--- src/rtl/mtsp_sync_requester_if.sv ---
// Core <-> barrier synchroniser link: single-cycle en request,
// level ack release.
interface i_sync;
  logic en;
  logic ack;

  modport core (
    output en,
    input  ack
  );

  modport barrier (
    input  en,
    output ack
  );
endinterface

--- src/rtl/mtsp_sync_requester.sv ---
// Core-side barrier initiator: pulses en, stalls until ack releases,
// counts completed barriers and flags watchdog/protocol errors.
module mtsp_sync_requester #(
  parameter int TIMEOUT_WIDTH = 16,
  parameter logic [TIMEOUT_WIDTH-1:0] TIMEOUT_CYCLES = 16'hFFFF,
  parameter int COUNT_WIDTH = 16
) (
  input  logic                   CLK,
  input  logic                   nRST,
  input  logic                   req_valid,
  output logic                   req_ready,
  i_sync.core                    core_sync,
  output logic                   stall,
  output logic                   done,
  output logic [COUNT_WIDTH-1:0] sync_count,
  output logic                   timeout_err,
  output logic                   protocol_err,
  input  logic                   err_clr
);

  typedef enum logic [1:0] {
    S_IDLE,
    S_WAIT,
    S_RELEASE
  } state_t;

  state_t                   state;
  logic                     ack_d;
  logic                     ack_rise;
  logic [TIMEOUT_WIDTH-1:0] wdog;
  logic [TIMEOUT_WIDTH-1:0] wdog_inc;
  logic                     wdog_run;

  assign ack_rise  = core_sync.ack & ~ack_d;
  assign req_ready = (state == S_IDLE);
  assign stall     = (state != S_IDLE);
  assign wdog_inc  = wdog + 1'b1;

  // Zero timeout disables the watchdog; otherwise saturate at the limit.
  assign wdog_run  = (TIMEOUT_CYCLES != '0) &&
                     (wdog != TIMEOUT_CYCLES);

  always_ff @(posedge CLK or negedge nRST) begin
    if (!nRST) begin
      state        <= S_IDLE;
      core_sync.en <= 1'b0;
      done         <= 1'b0;
      sync_count   <= '0;
      timeout_err  <= 1'b0;
      protocol_err <= 1'b0;
      ack_d        <= 1'b0;
      wdog         <= '0;
    end else begin
      ack_d <= core_sync.ack;

      // Clear first so a same-cycle set below takes priority.
      if (err_clr) begin
        timeout_err  <= 1'b0;
        protocol_err <= 1'b0;
      end

      case (state)
        S_IDLE: begin
          done         <= 1'b0;
          core_sync.en <= req_valid;
          if (req_valid) begin
            wdog  <= '0;
            state <= S_WAIT;
          end
          if (ack_rise) begin
            protocol_err <= 1'b1;
          end
        end
        S_WAIT: begin
          core_sync.en <= 1'b0;
          if (wdog_run) begin
            wdog <= wdog_inc;
            if (wdog_inc == TIMEOUT_CYCLES) begin
              timeout_err <= 1'b1;
            end
          end
          if (ack_rise) begin
            done       <= 1'b1;
            sync_count <= sync_count + 1'b1;
            state      <= S_RELEASE;
          end
        end
        S_RELEASE: begin
          core_sync.en <= 1'b0;
          done         <= 1'b0;
          if (!core_sync.ack) begin
            state <= S_IDLE;
          end
        end
        default: begin
          core_sync.en <= 1'b0;
          done         <= 1'b0;
          state        <= S_IDLE;
        end
      endcase
    end
  end

endmodule
--- src/flat_wrapper.sv ---
// flat-port wrapper written by rule: the top's interface ports become plain ports
module mtsp_sync_requester_flat 
#(
  parameter int TIMEOUT_WIDTH = 16,
  parameter logic [TIMEOUT_WIDTH-1:0] TIMEOUT_CYCLES = 16'hFFFF,
  parameter int COUNT_WIDTH = 16
)
  (CLK, nRST, req_valid, req_ready, stall, done, sync_count, timeout_err, protocol_err, err_clr, core_sync_en, core_sync_ack);
  i_sync core_sync_i ();
  input  logic CLK;
  input  logic nRST;
  input  logic req_valid;
  output logic req_ready;
  output logic stall;
  output logic done;
  output logic [COUNT_WIDTH-1:0] sync_count;
  output logic timeout_err;
  output logic protocol_err;
  input  logic err_clr;
  output wire logic [$bits(core_sync_i.en)-1:0] core_sync_en;
  input wire logic [$bits(core_sync_i.ack)-1:0] core_sync_ack;
  assign core_sync_en = core_sync_i.en;
  assign core_sync_i.ack = core_sync_ack;
  mtsp_sync_requester #(.TIMEOUT_WIDTH(TIMEOUT_WIDTH), .TIMEOUT_CYCLES(TIMEOUT_CYCLES), .COUNT_WIDTH(COUNT_WIDTH)) u_core (.CLK(CLK), .nRST(nRST), .req_valid(req_valid), .req_ready(req_ready), .core_sync(core_sync_i), .stall(stall), .done(done), .sync_count(sync_count), .timeout_err(timeout_err), .protocol_err(protocol_err), .err_clr(err_clr));
endmodule
--- config.mk ---
export PLATFORM = sky130hd
export DESIGN_NAME = mtsp_sync_requester_flat
export DESIGN_NICKNAME = d
export VERILOG_FILES = /design/src/rtl/mtsp_sync_requester_if.sv /design/src/rtl/mtsp_sync_requester.sv /design/src/flat_wrapper.sv
export SDC_FILE = /design/constraint.sdc
export NUM_CORES = 1
export LEC_CHECK = 0
export CAP_MARGIN = 20
export CORE_ASPECT_RATIO = 1.2
export CORE_MARGIN = 1
export CORE_UTILIZATION = 58
export DETAILED_ROUTE_END_ITERATION = 8
export PLACE_DENSITY_LB_ADDON = 0.15
export SLEW_MARGIN = 40
export SYNTH_ARGS = -nofsm -noshare
export SYNTH_HDL_FRONTEND = slang
export SYNTH_SLANG_ARGS = --single-unit
--- constraint.sdc ---
create_clock -name CLK -period 4.3 [get_ports CLK]
set_input_delay 0.86 -clock CLK [delete_from_list [all_inputs] [get_ports CLK]]
set_output_delay 0.86 -clock CLK [all_outputs]
set_load 0.005 [all_outputs]
==> results by group, run 1 <==
Outcome
  – Status: completed

Timing
  – Total negative slack: 0 ns
  – Period utilization: 57.7%
  – Least-Margin Pin Slew: 0.645 ns
  – Fin. max-slew vios: 0
  – Final setup viols: 0
  – RSZ-0062 raised after global routing: false
  – Rel. slew slack: 56.9%
  – Final min period: 2.48 ns
  – Worst hold slack: 0.477 ns
  – F_max: 403 MHz
  – Skew final: 0.00663 ns
  – Count of final hold-check violations: 0

Worst setup path
  – Critical path arrival: 2.66 ns
  – R2r setup slk: 1.99 ns
  – Critical-path maximum fanout: 6
  – Critical R2R Capture: u_core.wdog[15]
  – Worst Path Required: 4.48 ns
  – Most frequent CP cell: nand3_1
  – Setup crit end: u_core.sync_count[13]
  – Reg-to-reg startpoint: u_core.wdog[0]
  – Crit. Startpoint: core_sync_ack
  – Setup CP Type: input pin to flop
  – Worst Reg-to-Reg Cells: 6
  – Crit-path slowest cell: clkdlybuf4s50_1
  – Setup crit start kind: input pin
  – Crit-path cells: clkdlybuf4s50_1, nor4bb_1, buf_4, nand3_1, nor3_1, nand3_1, xnor2_1
  – Crit. End Element: flop
  – Critical path's largest stage delay: 0.50 ns

Drt
  – Drt first-iter violations: 91
  – Final WL: 4120 um
  – DRC violations left: 0
  – First drt pass iteration count: 4
  – Avg Vias per Cell: 5.93
  – Drt wl/cell: 15.1 um
  – Vias: 1,618
  – Routed Antenna Nets: 0

Cells and area
  – Layout area overhead: 17.7%
  – Share of cells above drive strength 1: roughly a tenth
  – Non-Filler Instances: 273
  – Fill cell count: approximately 240
  – Diode count: 0
  – Final Net Count: about 240

Yosys
  – Ranking of synthesized cells by area: dfrtp_1 (48%), xnor2_1 (6.5%), o21ai_0 (5.4%)
  – Yosys warns: 0
  – Share of the synthesized area in the top cell type: 48.1%
  – Most frequent cells after synthesis: dfrtp_1 (39), o21ai_0 (22), nand3_1 (17), nand2_1 (16), xnor2_1 (15)
  – Seq/Total Area, Yosys: 48.1%
  – Area share of xor/xnor cells in the synthesized design: 8.19%
  – Leading area contributor after synthesis: dfrtp_1
  – Synthesis-stage register bit count: 39
  – Dominant synthesized flop cell: dfrtp_1
  – Cell count after synthesis: 207
  – Post-synth EDFFs: 0
  – Compound-gate portion of the synthesized area: 12.0%
  – Count leader, synth: dfrtp_1
  – Asr flop ratio synth: 100%
  – Post-Syn Nets: 215
  – Yosys cell types: 44
  – Syn Area/Cell: 9.81 um^2
  – Largest family of logic cells by synthesized area: simple AND/OR/NAND/NOR gates
  – Simple-gate portion of the synthesized area: 25.0%
  – Post-Synth Adder-Cell Area: under 10%
  – Syn Std Cell Area: 2030 um^2
  – Mux contribution to synthesized area: between 1 and 1.5%

Clocking
  – Worst-skew pair later-pin latency: a little under 0.3 ns
  – H-tree levels: 2
  – Buffer levels on the longest clock path: 2
  – Sink Count: 39
  – TritonCTS clock tree: yes
  – Setup Buffers After CTS: 0
  – Clk slew on worst S/H paths: 0.07 ns
  – Cts hold-fix bufs: 0
  – Root Buffer Master: clkbuf_8
  – PostCTS Resize Cnt: 0
  – CTS Buf Count: 5

Die
  – Core area: 3340 um^2
  – DIE AREA: 3740 um^2
  – Die width: 56.0 um
  – Std cell rows: 23
  – Starting Density: 60.8%
  – Die Y: 66.8 um
  – Top Ports: 27

Power and ir drop
  – LEAKAGE: ~0.001 uW
  – Internal: 664 uW
  – Seq pwr share: 50.1%
  – Clock Power Share: 23.7%
  – Maximum vdd ir drop: 371 uV
  – Psw: between 300 and 400 uW
  – Tot Pwr: 997 uW
  – Switching share of power: 33.4%
  – Logic gate share of total power: 26.2%
  – Cell area power density: 417 nW/um^2

Global route
  – Vias in the first global route: 1,593
  – Initial antenna violation count: 0
  – GR Util All Layers: approximately a quarter
  – Grt ovf: 0
  – Pin count of the biggest net entering global routing: 40
  – First-pass GRT wire length: 7200 um

Place
  – Placed insts: roughly 270
  – Hpwl dp: 3010 um
  – Placer Congestion: 0.883
  – IO Port Bufs: 26

Hold path
  – Hold Path Class: flop to flop

Job
  – Max-cap violations: 0
cell type report:
| type | instances | area [um^2] | share of cell area (%) |
|---|---|---|---|
| multi-input cells | 151 | 980 | 41.0 |
| clock inverters | 1 | 5.00 | 0.209 |
| repair buffers | 27 | 265 | 11.1 |
| clock buffers | 7 | 76.3 | 3.19 |
| inverters | 11 | 41.3 | 1.73 |
| flip-flops and latches | 39 | 976 | 40.8 |
| well taps | 37 | 46.3 | 1.94 |
power by group through the flow:
stage / clock network (uW) / logic (uW) / registers (uW)
2_1_floorplan: 0 / 163 / 488
3_3_place_gp: 0 / 250 / 501
3_5_place_dp: 0 / 262 / 504
4_1_cts: 244 / 262 / 498
5_1_grt: 256 / 296 / 511
6_report: 237 / 261 / 499
state kept, by name (all words and copies together) (netlist names):
signal	count
u_core.protocol_err	1
u_core.sync_count	16
u_core.state	2
u_core.ack_d	1
u_core.timeout_err	1
u_core.done	1
u_core.wdog	16
u_core.core_sync.en	1
how the worst min path moves through the flow:
stage / cells past startpoint / start / end
3_5_place_dp: 1 / u_core.sync_count[15] / u_core.sync_count[15]
6_report: 1 / u_core.sync_count[15] / u_core.sync_count[15]
2_1_floorplan: 1 / u_core.state[1] / u_core.state[0]
4_1_cts: 1 / u_core.sync_count[15] / u_core.sync_count[15]
3_3_place_gp: 1 / u_core.sync_count[15] / u_core.sync_count[15]
5_1_grt: 1 / u_core.sync_count[10] / u_core.sync_count[10]
worst max-delay path: cells and delay by family:
kind / cells / cell delay (ns)
xor+xnor: 1 / 0.14
buf+inv: 2 / 0.69
simple gates: 4 / 0.97
routing by layer:
metal  vias up  wire length, um  track usage (%)
met4         0               57             11.3
met5         -                0                0
met3         7              145             5.24
met2        34             2080             43.2
li1        789                -                -
met1       788             1840             29.7
placed cells by master (no fill, tap or decap), types with 3 or more instances in the layout:
master / synthesis / final
clkbuf_8: 0 / 5
or3_2: 3 / 3
clkdlybuf4s50_1: 0 / 25
inv_1: 11 / 11
xor2_1: 4 / 4
ha_1: 3 / 3
xnor2_1: 15 / 15
dfrtp_1: 39 / 39
a31oi_1: 3 / 3
nand2b_1: 3 / 3
nand3_1: 17 / 17
nor3_1: 5 / 5
nor2_1: 13 / 12
a21oi_1: 7 / 7
nand2_1: 16 / 16
nand4_1: 6 / 6
o21ai_0: 22 / 22
or3_1: 4 / 4
per-stage QoR:
step | cell area (um^2) | utilization, % | setup slack, ns
3_5_place_dp | 2310 | 69.1 | 1.49
5_1_grt | 2390 | 71.6 | 1.66
3_3_place_gp | 2300 | 69.0 | 1.52
4_1_cts | 2390 | 71.5 | 1.80
6_report | 2390 | 71.6 | 1.82
2_1_floorplan | 2030 | - | 2.16
kinds of logic after synthesis:
family	after synthesis
buffers and inverters	17
XOR/XNOR	19
multiplexers	2
adder cells (fa/ha/maj)	3
AND/OR/NAND/NOR	86
AO/OA/AOI/OAI	41
flip-flops	39
Power figures use the tool's default switching activity.
==> inputs of run 2 (changes only) <==
- CORE_UTILIZATION: 58 -> 49
- clock period: 4.3 -> 2.13 ns (I/O delays scaled with it)
==> results by group, run 2 (synthesized netlist as in run 1, its figures left out) <==
Global route
  – Grt ovf: 0 (unchanged)
  – First-pass GRT wire length: 7160 um (-0.57%)
  – Initial antenna violation count: 0 (unchanged)
  – Vias in the first global route: 1,574 (-1.2%)
  – GR Util All Layers: 22.3% (-2.5 points)
  – Pin count of the biggest net entering global routing: 40 (unchanged)

Cells and area
  – Diode count: 0 (unchanged)
  – Commonest non-fill, non-tap cell in the layout: dfrtp_1
  – Most frequent cells in the layout: dfrtp_1 (39), clkdlybuf4s50_1 (25), buf_4 (23)
  – Share of cells above drive strength 1: 17.8% (+8.1 points)
  – Finished Core Util: 66.0% (-5.6 points)
  – Layout area overhead: 28.2%
  – Multi-input logic area: 977 um^2 (-0.26%)
  – Final Net Count: 265 (+9.1%)
  – Biggest regs: u_core.sync_count (16), u_core.wdog (16), u_core.state (2)
  – Seq. cell area: 976 um^2 (unchanged)
  – Fill cell count: 351 (+45%)
  – Fin area: 2600 um^2 (+8.9%)

Timing
  – Final setup viols: 0 (unchanged)
  – Skew final: 0.0113 ns (+0.00470 ns)
  – Rel. slew slack: 64.4% (+7.4 points)
  – Final min period: 1.95 ns
  – F_max: 512 MHz
  – PnR worst setup slack: 0.177 ns (-1.64 ns)
  – Fin. max-slew vios: 0 (unchanged)
  – RSZ-0062 raised after global routing: false
  – Total negative slack: 0 ns (unchanged)
  – Period utilization: between 90% and 100%
  – Least-Margin Pin Slew: 0.529 ns (-0.116 ns)
  – Count of final hold-check violations: 0 (unchanged)

Clocking
  – TritonCTS clock tree: yes
  – H-tree levels: 2 (unchanged)
  – Buffer levels on the longest clock path: 2 (unchanged)
  – Setup Buffers After CTS: 0 (unchanged)
  – Cts hold-fix bufs: 0 (unchanged)
  – Worst-skew pair later-pin latency: 0.29 ns (about the same)
  – PostCTS Resize Cnt: 0 (unchanged)
  – Clk slew on worst S/H paths: 0.08 ns (about the same)
  – Sink Count: 39 (unchanged)
  – Root Buffer Master: clkbuf_8
  – CTS Buf Count: 5 (unchanged)

Worst setup path
  – Crit-path slowest cell: or3_2
  – CP bufs+invs: 0 (-2)
  – Critical path arrival: 2.18 ns (-0.48 ns)
  – Crit. End Element: flop
  – Setup CP Type: flop to flop
  – Crit-path cells: ha_1, nand4_2, or2_1, or3_2, a221oi_2, a31o_1
  – Critical path's largest stage delay: 0.42 ns (-0.08 ns)
  – Worst Path Required: 2.36 ns (-2.12 ns)
  – Critical-path maximum fanout: 5 (-1)
  – Crit. Startpoint: u_core.wdog[1]
  – CP top delay family: simple AND/OR/NAND/NOR gates
  – Reg-to-reg startpoint: u_core.wdog[1]
  – Setup crit start kind: flop

Drt
  – Vias: 1,650 (+2.0%)
  – Drt first-iter violations: 58 (-36%)
  – Drt wl/cell: 13.4 um (-11%)
  – DRC violations left: 0 (unchanged)
  – Routed Antenna Nets: 0 (unchanged)
  – First drt pass iteration count: 4 (unchanged)
  – Final WL: 4190 um (+1.6%)
  – Avg Vias per Cell: 5.29 (-11%)

Die
  – Top Ports: 27 (unchanged)
  – DIE AREA: 4410 um^2 (+18%)
  – Die width: 60.8 um (+8.5%)
  – Die Y: 72.5 um (+8.5%)
  – Std cell rows: 25 (+8.7%)
  – Starting Density: 51.5% (-9.3 points)
  – Core area: 3940 um^2 (+18%)

Job
  – Max-cap violations: 0 (unchanged)

Place
  – Placer Congestion: 0.749 (-15%)
  – Placed instance area: 2490 um^2 (+8.0%)
  – IO Port Bufs: 26 (unchanged)
  – Hpwl dp: 3090 um (+2.8%)
  – Place WS: -0.0494 ns (-1.54 ns)

Power and ir drop
  – Cell area power density: 866 nW/um^2 (+110%)
  – LEAKAGE: 0.00110 uW (+13%)
  – Maximum vdd ir drop: 537 uV (+44%)

Hold path
  – Hold Path Class: input pin to asynchronous set/reset pin

Outcome
  – Status: completed
[run 2: cell types whose count changed in the layout (fill, tap and decap cells not counted)]
cell and change:
buf_2 +1, buf_4 +21, bufinv_16 +1, clkbuf_1 -2
clkinv_4 +1, nor2_1 +1, nor2_2 -1
[run 2: stage by stage]
| stage | hold WS (ns) | total power (uW) | cells |
|---|---|---|---|
| 2_1_floorplan | 0.130 | 1320 | 207 |
| 3_3_place_gp | 0.470 | 1640 | 304 |
| 3_5_place_dp | 0.463 | 1660 | 304 |
| 4_1_cts | 0.179 | 2280 | 312 |
| 5_1_grt | 0.209 | 2400 | 312 |
| 6_report | 0.168 | 2250 | 312 |
[run 2: metal layers]
layer  vias up  GRT usage (%)  part of all wire, %
li1        834              -                    -
met1       786           26.9                   44
met2        24           37.7                   52
met3         6           4.81                  2.6
met4         0           9.60                  1.4
met5         -              0                    0
[run 2: path summary, 6_finish.rpt]
path | to | slack (ns) | cells after the start
setup / recovery | u_core.timeout_err | 0.18 | 6
hold / removal | u_core.sync_count[3] | 0.17 | 2
setup reg to reg | u_core.timeout_err | 0.18 | 6
hold reg to reg | u_core.sync_count[15] | 0.48 | 1
max in group asynchronous | u_core.wdog[13] | 1.62 | 2
min in group CLK | u_core.sync_count[15] | 0.48 | 1
[run 2: power breakdown]
part           internal [uW]  switching (uW)  total, uW
logic                    353             295        649
registers                850             140        991
clock network            349             266        615
total                   1550             702       2250
[run 2: worst reg2reg max path, stage by stage, from the launching register on]
cell      delay [ns]
dfrtp_1         0.36
ha_1            0.19
nand4_2         0.20
or2_1           0.29
or3_2           0.42
a221oi_2        0.24
a31o_1          0.19
[run 2: layout make-up]
type / instances / area share [%]
Clock inverter: 3 / 1.68
Multi-Input combinational cell: 151 / 37.5
Sequential cell: 39 / 37.5
Tap cell: 54 / 2.60
Timing Repair Buffer: 49 / 16.4
Clock buffer: 5 / 2.64
Inverter: 11 / 1.59
